[src/rtl/counter_pkg.sv]
// rtl/counter_pkg.sv - shared constants and step-kind type for the prescaled counter
package counter_pkg;

  localparam logic DIR_UP   = 1'b1;
  localparam logic DIR_DOWN = 1'b0;

  localparam int DEF_WIDTH   = 24;
  localparam int DEF_PRESC_W = 16;

  typedef enum logic [1:0] {
    NONE = 2'd0,
    STEP = 2'd1,
    LOAD = 2'd2,
    CLR  = 2'd3
  } step_kind_t;

  // Resolves what the counter does this cycle: clear beats load beats step.
  function automatic step_kind_t step_kind(input logic clr, input logic load, input logic tick);
    if (clr)
      return CLR;
    else if (load)
      return LOAD;
    else if (tick)
      return STEP;
    else
      return NONE;
  endfunction

endpackage

[src/rtl/counter_prescaler.sv]
// rtl/counter_prescaler.sv - enable-gated prescaler, tick once every lim+1 enabled cycles
module counter_prescaler
  import counter_pkg::*;
#(
  parameter int PRESC_W = DEF_PRESC_W
) (
  input  logic               clk,
  input  logic               rst_n,
  input  logic               en,
  input  logic               clr,
  input  logic [PRESC_W-1:0] lim,
  output logic               tick
);

  logic [PRESC_W-1:0] presc;

  // Comparing with >= lets a lowered limit fire on the next enabled cycle
  // instead of waiting for the prescaler to wrap around.
  assign tick = en && (presc >= lim);

  always_ff @(posedge clk or negedge rst_n) begin
    if (!rst_n)
      presc <= '0;
    else if (clr || tick)
      presc <= '0;
    else if (en)
      presc <= presc + PRESC_W'(1);
  end

endmodule

[src/rtl/prescaled_counter.sv]
// rtl/prescaled_counter.sv - prescaled up/down counter with wrap/saturate and terminal-count pulse
// Optional compare flag enabled by defining PRESCALED_COUNTER_CMP_EN.
module prescaled_counter
  import counter_pkg::*;
#(
  parameter int WIDTH   = DEF_WIDTH,
  parameter int PRESC_W = DEF_PRESC_W
) (
  input  logic               clk,
  input  logic               rst_n,
  input  logic               en,
  input  logic               clr,
  input  logic               load,
  input  logic [WIDTH-1:0]   load_val,
  input  logic [PRESC_W-1:0] presc_lim,
  input  logic               dir,
  input  logic               sat,
  input  logic [WIDTH-1:0]   cmp_val,
  output logic [WIDTH-1:0]   cnt,
  output logic               tick,
  output logic               tc,
  output logic               cmp_match
);

  logic             tick_i;
  step_kind_t       kind;
  logic             at_term;
  logic [WIDTH-1:0] cnt_nxt;

  counter_prescaler #(
    .PRESC_W (PRESC_W)
  ) u_presc (
    .clk   (clk),
    .rst_n (rst_n),
    .en    (en),
    .clr   (clr),
    .lim   (presc_lim),
    .tick  (tick_i)
  );

  assign tick = tick_i;

  always_comb begin
    kind    = step_kind(clr, load, tick_i);
    at_term = (dir == DIR_UP) ? (cnt == '1) : (cnt == '0);
    cnt_nxt = cnt;
    unique case (kind)
      CLR:     cnt_nxt = '0;
      LOAD:    cnt_nxt = load_val;
      STEP: begin
        // Saturating mode holds at the terminal value; otherwise the
        // modulo arithmetic gives the wrap for free.
        if (!(at_term && sat))
          cnt_nxt = (dir == DIR_UP) ? cnt + WIDTH'(1) : cnt - WIDTH'(1);
      end
      default: cnt_nxt = cnt;
    endcase
  end

  always_ff @(posedge clk or negedge rst_n) begin
    if (!rst_n) begin
      cnt <= '0;
      tc  <= 1'b0;
    end else begin
      cnt <= cnt_nxt;
      tc  <= (kind == STEP) && at_term;
    end
  end

`ifdef PRESCALED_COUNTER_CMP_EN
  // Compare against the next value so the flag lines up with cnt.
  always_ff @(posedge clk or negedge rst_n) begin
    if (!rst_n)
      cmp_match <= 1'b0;
    else
      cmp_match <= (cnt_nxt == cmp_val);
  end
`else
  logic unused_cmp_val;
  assign unused_cmp_val = ^cmp_val;
  assign cmp_match      = 1'b0;
`endif

endmodule

[config.mk]
export PLATFORM = sky130hd
export DESIGN_NAME = prescaled_counter
export DESIGN_NICKNAME = d
export VERILOG_FILES = /design/src/rtl/counter_pkg.sv /design/src/rtl/counter_prescaler.sv /design/src/rtl/prescaled_counter.sv
export SDC_FILE = /design/constraint.sdc
export NUM_CORES = 1
export LEC_CHECK = 0
export BUFFER_PORTS_ARGS = -buffer_cell sky130_fd_sc_hd__buf_4
export CAP_MARGIN = 15
export CORE_ASPECT_RATIO = 1.75
export CORE_MARGIN = 5
export CORE_UTILIZATION = 40
export DETAILED_ROUTE_END_ITERATION = 16
export PLACE_DENSITY = 0.66
export SLEW_MARGIN = 20
export SYNTH_ARGS = -nofsm -noshare
export SYNTH_HDL_FRONTEND = slang
export SYNTH_HIERARCHICAL = 1
export SYNTH_SLANG_ARGS = --single-unit
[constraint.sdc]
create_clock -name clk -period 6.3 [get_ports clk]
set_clock_uncertainty 0.1 [all_clocks]
set_input_delay 0.315 -clock clk [delete_from_list [all_inputs] [get_ports clk]]
set_output_delay 0.315 -clock clk [all_outputs]
set_load 0.05 [all_outputs]
# Yosys cells after proc, flatten, opt, wreduce, memory -nomap -nowiden
# Cells that the tools add are included.
dict set report classes {
  bitwise 0
  n_mul 0
  shifts 0
  mux 9
  reduce_logical 8
  div_mod_pow 0
  eq_ne 5
  order_cmp 1
  n_addsub 3
}
# cell count
set op_table {}
lappend op_table {{24-bit one-hot mux with 3 select lines} 1}
lappend op_table {{24-bit 2-to-1 mux} 2}
lappend op_table {{16-bit 2-to-1 mux} 2}
lappend op_table {{24-bit by 1-bit adder with 24-bit output (second input constant)} 1}
lappend op_table {{24-bit == test (second input constant)} 1}
lappend op_table {{24-bit zero test} 1}
lappend op_table {{24-bit by 1-bit subtractor with 24-bit output (second input constant)} 1}
lappend op_table {{16-bit by 1-bit adder with 16-bit output (second input constant)} 1}
lappend op_table {{16-bit greater-or-equal comparator} 1}
lappend op_table {{2-bit == test (second input constant)} 2}
lappend op_table {{2-bit 2-to-1 mux} 2}
lappend op_table {{1-bit logical AND} 3}
lappend op_table {{3-bit nonzero test} 1}
lappend op_table {{2-bit by 1-bit == test with 1-bit output (second input constant)} 1}
lappend op_table {{1-bit 2-to-1 mux} 2}
lappend op_table {{2-bit != test (second input constant)} 1}
lappend op_table {{2-bit AND reduction} 1}
lappend op_table {{2-bit nonzero test} 1}
lappend op_table {{1-bit logical OR} 1}
dict set report word_totals {
  memories 0
  ff_bits 41
  latchBits 0
  mem_bits_ro 0
  word_cells 29
  input_bits 71
  ramBits 0
}

# Longest topological paths before layout
# Gate-level depths: netlist of the first run.
dict set report depth {
  ltp_word 8
  ltp_mapped 15
  ltp_nobuf 14
}

# Hierarchy
# Netlist of the first run, hierarchy kept.
# module cells_each area_per_inst_um2 n_inst
set by_module_without_submodules {}
lappend by_module_without_submodules {prescaled_counter 280 2396.0 1}
lappend by_module_without_submodules {counter_prescaler 139 1207.4 1}

# Worst setup path before layout of the first run
# OpenSTA, ideal clock, no wires.
dict set report synth_timing {
  path_type {register -> register}
  from {register u_presc.presc[0]}
  to {register cnt[22]}
  path_stages_with_launch 15
  t_arrival_ps 3304
  synth_period_minus_slack_ps 3486
  n_path_buf 1
  required_time_ps 6117
  path_slack_ps 2814
  cell_sequence {dfrtp_1 > inv_1 > ha_1 > nand2b_1 > a2111oi_0 > nand3b_1 > nand3_1 > and2_1 > a21o_1 > ha_1 > o21a_1 > a21o_1 > buf_4 > or3b_2 > o21ai_0}
}
dict set report synth_between {
  elab_chain_len 8
  elab_cells_between_ends 12
  cone_classes {order compare: 1; eq/ne: 4; mux: 4; reduce/logical: 3}
}
# element line_no
set synth_lines {}
lappend synth_lines {{start: declaration} counter_prescaler.sv:15} ;# logic [PRESC_W-1:0] presc;
lappend synth_lines {{start signal: assignment} counter_prescaler.sv:27} ;# presc <= presc + PRESC_W'(1);
lappend synth_lines {{16-bit greater-or-equal comparator (*)} counter_prescaler.sv:19} ;# assign tick = en && (presc >= lim);
lappend synth_lines {{1-bit logical AND (*)} counter_prescaler.sv:19}
lappend synth_lines {{net tick} prescaled_counter.sv:20} ;# output logic tick,
lappend synth_lines {{1-bit 2-to-1 mux (*)} counter_pkg.sv:23} ;# else if (tick)
lappend synth_lines {{2-bit 2-to-1 mux (*)} counter_pkg.sv:21} ;# else if (load)
lappend synth_lines {{2-bit 2-to-1 mux (*)} counter_pkg.sv:19} ;# if (clr)
lappend synth_lines {{2-bit by 1-bit == test with 1-bit output or 2-bit == test (tied branches)} prescaled_counter.sv:47} ;# unique case (kind)
lappend synth_lines {{2-bit != test (no line) or 3-bit nonzero test (tied branches)} --}
lappend synth_lines {{2-bit AND reduction (no line)} --}
lappend synth_lines {{end signal: assignment} prescaled_counter.sv:65} ;# cnt <= cnt_nxt;
lappend synth_lines {{end: declaration} prescaled_counter.sv:19} ;# output logic [WIDTH-1:0] cnt,
# The timed path passes the listed nets; every way through them passes the cells marked *.
# A chain may end at the register's enable or synchronous reset.

# Final worst setup path of the first run
dict set report layout_timing {
  from {register u_presc.presc[0]}
  to {register cnt[21]}
}
dict set report layout_between {
  elab_chain_len 8
  elab_cells_between_ends 12
  cone_classes {order compare: 1; eq/ne: 4; mux: 4; reduce/logical: 3}
}
# element line_no
set layout_lines {}
lappend layout_lines {{16-bit greater-or-equal comparator (*)} counter_prescaler.sv:19}
lappend layout_lines {{1-bit logical AND (*)} counter_prescaler.sv:19}
lappend layout_lines {{1-bit 2-to-1 mux (*)} counter_pkg.sv:23}
lappend layout_lines {{2-bit 2-to-1 mux (*)} counter_pkg.sv:21}
lappend layout_lines {{2-bit 2-to-1 mux (*)} counter_pkg.sv:19}
lappend layout_lines {{2-bit by 1-bit == test with 1-bit output or 2-bit == test (tied branches)} prescaled_counter.sv:47}
lappend layout_lines {{2-bit != test (no line) or 3-bit nonzero test (tied branches)} --}
lappend layout_lines {{2-bit AND reduction (no line)} --}
# Every way passes the cells marked *; elsewhere a longest branch is shown, timed or not.

==> flow_metrics.tcl, run 1 <==
set metrics [dict create \
    clk_pin_slew_ns 0.06 \
    antenna_left 0 \
    r2r_end "cnt[21]" \
    cts_buffers 5 \
    finalCritPeriodShare 0.6741 \
    r2r-start "u_presc/presc[0]" \
    globalplace.congestion 0.8892 \
    cts_buffer_depth 2 \
    routed_wl_um 9927 \
    hp-class "in2reg" \
    place_area_mm2 0.004243 \
    gr-total-overflow 0 \
    fp.dieW_um 81.75 \
    synth_area_leaders "dfrtp_1 (28%), ha_1 (15%), xnor2_1 (5.6%), nand2_1 (4.7%), a22oi_1 (4.2%)" \
    hold_viol_final 0 \
    core_area_mm2 0.008921 \
    start_util 0.4039 \
    max-slew-margin-rel 0.3369 \
    via_count 3365 \
    fill_cells 897 \
    clkLatencyLatePin_ns 0.28 \
    ys_async_sr_fraction 1.000 \
    die_y_um 135.6 \
    dp.final_hpwl_um 7813 \
    area_growth_pct 22.92 \
    wire_per_inst_um 16.30 \
    ctsResizeCount 0 \
    worst_setup_path_start_kind "flop" \
    dr.first_iter.drc_count 140 \
    grt_max_degree 42 \
    netlist_instances 419 \
    io_buffers 72 \
    synth_nets 533 \
    worst_pin_slew_ns 0.9947 \
    dr.pass1.iters 4 \
    final_cell_mix "buf_4 (73), nand2_1 (45), ha_1 (42), dfrtp_1 (41)" \
    grt_setup_unrepaired "no" \
    maxCapViolCount 0 \
    ys_warn_count 6 \
    die-area_mm2 0.01108 \
    crit_required_ns 6.39 \
    yosysTopAreaCellShare 0.2847 \
    cts_tree "done" \
    critPathCapture "cnt[21]" \
    dp.cells 600 \
    layout.nets 602 \
    ys_ff_latch 41 \
    fmax_mhz 235.5 \
    synth_area_leader_cell "dfrtp_1" \
    synth_seq_area_share 0.2847 \
    drive_gt1_frac 0.1984 \
    r2r_cells 13 \
    netlist-cell-type-count 52 \
    synth-main-ff-cell "dfrtp_1" \
    htreeDepth 2 \
    antenna_found_initial 0 \
    synth.avg_cell_area_um2 8.600 \
    ios 98 \
    p_leak_nw 2.108 \
    grt.total_usage 0.1878 \
    grt_pass1_wl_um 16140 \
    slew_violations 0 \
    tns_ns 0 \
    final_area_mm2 0.004429 \
    grt_pass1_vias 3460 \
    drc 0 \
    ir_worst_vdd_uv 161.1 \
    final_common_cell "buf_4" \
    syn_area_mm2 0.003603 \
    startpoint "u_presc/presc[0]" \
    end_kind "flop" \
    crit_type "reg2reg" \
    instances_no_fill 609 \
    ff2ff_setup_slack_ns 2.05 \
    vias_per_cell 5.525 \
    synth_edf_count 0 \
    cts_root_buf "clkbuf_16" \
    rows 46 \
    diodes 0 \
    worstHoldStart "clr" \
    cp_data_arrival_time_ns 4.34 \
    cts.sink_count 41 \
    post-route-min-period_ns 4.247 \
    power.density_mw_per_mm2 199.5 \
    worstPathMaxFanout 23 \
    setup_violations 0 \
    status "complete, no violations" \
]
## through the flow
stage / total power, mW / utilization / hold slack (ns) / setup slack, ns
floorplan: 0.4932 / - / -0.08059 / 2.814
global placement: 0.5813 / 0.4756 / 0.2352 / 2.148
detailed placement: 0.5850 / 0.4756 / 0.2436 / 2.039
CTS: 0.8948 / 0.4965 / 0.1609 / 2.011
global route: 0.9307 / 0.4965 / 0.1679 / 1.730
finish: 0.8837 / 0.4965 / 0.1635 / 2.053
## synth_stat cells (all sizes together) (2+ instances only)
cell	count
a31oi	5
o21bai	6
xor2	14
a21o	10
a2111oi	2
or4	2
nor4	8
a21oi	27
a22oi	20
nand4	15
o31ai	13
a221oi	3
o2111ai	2
o21a	2
and3	4
dfrtp	41
buf	6
nor3	7
nand2b	4
nand3	9
inv	27
a32oi	3
o211ai	3
ha	42
xnor2	23
or2	2
nor2b	2
clkbuf	6
nor2	30
nand2	45
o21ai	24
## worst min path at each step
stage                       endpoint  slack (ns)  cells past startpoint
floorplan                     cnt[0]       -0.08                      0
global placement              cnt[5]        0.24                      1
detailed placement            cnt[6]        0.24                      1
CTS                 u_presc/presc[0]        0.16                      2
global route        u_presc/presc[0]        0.17                      2
finish              u_presc/presc[0]        0.16                      2
## critical path: stages, from the launching register on
cell and delay (ns):
dfrtp_1 0.46, inv_1 0.07, ha_1 0.26, nand2b_1 0.14, a2111oi_0 0.49, nand3b_1 0.23, nand3_1 0.11, and2_1 0.19
a21o_1 0.19, ha_1 0.53, o21a_1 0.27, a21o_1 0.37, or2_2 0.47, a221oi_2 0.27
## state kept, by name (all words and copies together) (netlist names)
| name | cells |
|---|---|
| u_presc/presc | 16 |
| cnt | 24 |
| tc | 1 |
## timing repair
item                                   4_1_cts  5_1_grt
hold buffers                                 1        0
endpoints found under the hold margin       41        0
buffers inserted                             0        0
## routing by layer
metal | vias up | part of all wire | track usage
met5 | - | 0 | 0
met4 | 0 | 0.022 | 0.07394
met1 | 1586 | 0.37 | 0.1948
li1 | 1692 | - | -
met3 | 12 | 0.036 | 0.02397
met2 | 75 | 0.57 | 0.3632
## cells by family (layout without fill, tap and decap cells)
kind of cell             count (synthesis)  count (layout)  share of synthesized area
flip-flops                              41              41                     0.2847
XOR/XNOR                                37              37                    0.08993
other                                    1               1                   0.001041
adder cells (fa/ha/maj)                 43              43                     0.1514
buffers and inverters                   39             109                    0.04444
AND/OR/NAND/NOR                        132             132                     0.1771
AO/OA/AOI/OAI                          126             126                     0.2514
## area by class of cell
| cell class | instances | area, µm² | area share |
|---|---|---|---|
| clock buffer | 6 | 138.9 | 0.03136 |
| multi-input combinational | 339 | 2417 | 0.5458 |
| sequential | 41 | 1026 | 0.2316 |
| tap | 120 | 150.1 | 0.03390 |
| inverter | 27 | 101.3 | 0.02288 |
| timing repair buffer | 74 | 558.0 | 0.1260 |
| clock inverter | 2 | 37.54 | 0.008475 |
## report_power, final
group          switching [mW]  total (mW)  internal (mW)
sequential             0.0216       0.298          0.276
combinational           0.172       0.283          0.112
clock                   0.105       0.303          0.198
total                   0.298       0.884          0.585
No activity file was read; power rests on OpenSTA's default activity.
==> run 2: changes to the inputs <==
--- a/config.mk
+++ b/config.mk
@@ -5,6 +5,7 @@
 export SDC_FILE = /design/constraint.sdc
 export NUM_CORES = 1
 export LEC_CHECK = 0
+export ABC_AREA = 1
 export BUFFER_PORTS_ARGS = -buffer_cell sky130_fd_sc_hd__buf_4
 export CAP_MARGIN = 15
 export CORE_ASPECT_RATIO = 1.75
==> constraint.sdc (replaced) <==
create_clock -name clk -period 3.6 [get_ports clk]
set_clock_uncertainty 0.1 [all_clocks]
set_input_delay 0.18 -clock clk [delete_from_list [all_inputs] [get_ports clk]]
set_output_delay 0.18 -clock clk [all_outputs]
set_load 0.05 [all_outputs]
==> flow_metrics.tcl, run 2 <==
set metrics [dict create \
    status "complete, no violations" \
    grt_max_degree 42 \
    antenna_left 0 \
    grt_pass1_vias 4680 \
    end_kind "flop" \
    grt_pass1_wl_um 21360 \
    worstPathMaxFanout 17 \
    dp.cells 931 \
    ys_ff_latch 41 \
    synth_compound_area_frac 0.06762 \
    synth-xor-area-share 0.02407 \
    ff2ff_setup_slack_ns 0.40 \
    max-slew-margin-rel 0.6235 \
    startpoint "u_presc/presc[3]" \
    netlist-cell-type-count 35 \
    synth_edf_count 0 \
    yosysTopAreaCellShare 0.2682 \
    clkLatencyLatePin_ns 0.29 \
    synthMuxAreaShare 0 \
    largestRegisters "cnt: 24 flops, u_presc/presc: 16 flops, tc: 1 flops" \
    cp_data_arrival_time_ns 3.34 \
    grtUsageMet2 0.4260 \
    netlist_top_cells_count "nand2_1 (312), inv_1 (119), nor2_1 (68)" \
    cts_root_buf "clkbuf_16" \
    worst_setup_path_start_kind "flop" \
    critPathCapture "cnt[10]" \
    synth_nets 849 \
    core_area_mm2 0.01070 \
    fmax_mhz 312.0 \
    dp_slack_ns 0.3645 \
    synth_area_leader_cell "nand2_1" \
    yosysMostFrequentCell "nand2_1" \
    ir_worst_vdd_uv 193.0 \
    rows 50 \
    largest_reg_flops 24 \
    largest-register "cnt" \
    routed_wl_um 13090 \
    yosys.area_share.simple 0.4244 \
    ys_async_sr_fraction 1.000 \
    area_growth_pct 19.71 \
    r2r_cells 21 \
    power.density_mw_per_mm2 319.8 \
    synth.avg_cell_area_um2 5.941 \
    post-route-min-period_ns 3.205 \
    syn_area_mm2 0.004367 \
    die_y_um 148.2 \
    r2r_end "cnt[10]" \
    final_common_cell "nand2_1" \
    globalplace.congestion 0.9397 \
    tns_ns 0 \
    ctsResizeCount 0 \
    drive_gt1_frac 0.1198 \
    netlist_instances 735 \
    dp.final_hpwl_um 10710 \
    drc 0 \
    synthAdderAreaFrac 0.1249 \
    p_total_mw 1.672 \
    crit_required_ns 3.73 \
    ios 98 \
    clk_pin_slew_ns 0.07 \
    worst_pin_slew_ns 0.5648 \
    hp-class "in2reg" \
    gr-total-overflow 0 \
    vias_per_cell 4.870 \
    maxCapViolCount 0 \
    fill_cells 1164 \
    ys_warn_count 6 \
    instances_no_fill 940 \
    synth_seq_area_share 0.2350 \
    r2r-start "u_presc/presc[3]" \
    final_cell_mix "nand2_1 (312), inv_1 (119), buf_4 (77), nor2_1 (68), ha_1 (42)" \
    synth_top_family_by_area "simple AND/OR/NAND/NOR gates" \
    wire_per_inst_um 13.93 \
    fin_ws_ns 0.3953 \
    htreeDepth 2 \
    busiest_layer "met2" \
    diodes 0 \
    cts_buffers 5 \
    grtUsageMet1 0.1999 \
    start_util 0.4082 \
    finalCritPeriodShare 0.8902 \
    synth_area_leaders "nand2_1 (27%), dfrtp_1 (23%), ha_1 (12%), inv_1 (10%), nor2_1 (5.8%)" \
    io_buffers 72 \
    fp.dieW_um 88.98 \
    grt_setup_unrepaired "no" \
    grt.total_usage 0.2049 \
    p_leak_nw 3.124 \
    hold_viol_final 0 \
    layout.nets 923 \
    crit_type "reg2reg" \
    met3_usage 0.02273 \
    slew_violations 0 \
    die-area_mm2 0.01319 \
    via_count 4578 \
    cts_buffer_depth 2 \
    fin_hold_ws_ns 0.07820 \
    dr.pass1.iters 8 \
    cts_tree "done" \
    antenna_found_initial 0 \
    dr.first_iter.drc_count 181 \
    synth-main-ff-cell "dfrtp_1" \
    cts.sink_count 41 \
    setup_violations 0 \
]
[run 2: cell families (layout without fill, tap and decap cells)]
group,Yosys count,in the layout
xor gates and xnor gates,12,12
other,1,1
AOI/OAI and AO/OA,54,54
buffers and inverters,132,207
and+or+nand+nor,452,452
adders and majority gates,43,43
DFF,41,41
[run 2: area by class of cell]
class,count,area (µm²),area share
Multi-Input combinational cell,562,2803,0.5361
Sequential cell,41,1026,0.1963
Timing Repair Buffer,78,588.1,0.1125
Inverter,121,454.2,0.08688
Tap cell,130,162.7,0.03112
Clock buffer,5,125.1,0.02393
Clock inverter,3,68.82,0.01316
[run 2: stage by stage]
stage,util,cell area (µm²)
3_3_place_gp,0.4696,5024
2_1_floorplan,-,4367
4_1_cts,0.4887,5228
6_report,0.4887,5228
3_5_place_dp,0.4696,5024
5_1_grt,0.4887,5228
[run 2: where the power goes]
group          internal [mW]  leakage, nW  switching (mW)
logic                  0.189         2.47           0.361
clock network          0.400       0.0944           0.200
registers              0.483        0.560          0.0393
total                   1.07         3.12           0.600
[run 2: what timing repair did]
item / 4_1_cts / 5_1_grt
endpoints found under the setup margin: 0 / 0
hold buffers: 1 / 0
hold endpoints to repair: 41 / 0
buffers inserted: 0 / 0
[run 2: worst min path at each step]
stage	start	endpoint	slack (ns)	cells past startpoint
after global placement	rst_n	u_presc/presc[14]	0.10	1
after CTS	load_val[12]	cnt[12]	0.07	5
after global routing	load_val[9]	cnt[9]	0.11	5
after detailed placement	rst_n	u_presc/presc[13]	0.11	1
final	load_val[12]	cnt[12]	0.08	5
after floorplan	rst_n	cnt[0]	-0.22	0
[run 2: critical path: stages, from the launching register on]
cell      delay (ns)
dfrtp_1         0.44
ha_1            0.32
nand2_1         0.07
nor2_1          0.12
nor2_1          0.05
nand2_1         0.07
nand2_1         0.05
nand2_1         0.07
nand2_1         0.05
nand2_1         0.11
nand2_1         0.11
inv_1           0.09
a21oi_1         0.12
inv_1           0.08
ha_1            0.18
buf_4           0.26
clkinv_1        0.34
a21oi_1         0.22
o21ai_0         0.11
nand2_1         0.07
nand2_1         0.05
nand2_1         0.06
[run 2: metal layers]
metal,routed length [µm],part of all wire
met1,4628,0.35
met2,7783,0.59
met3,450,0.034
met4,230,0.018
met5,0,0
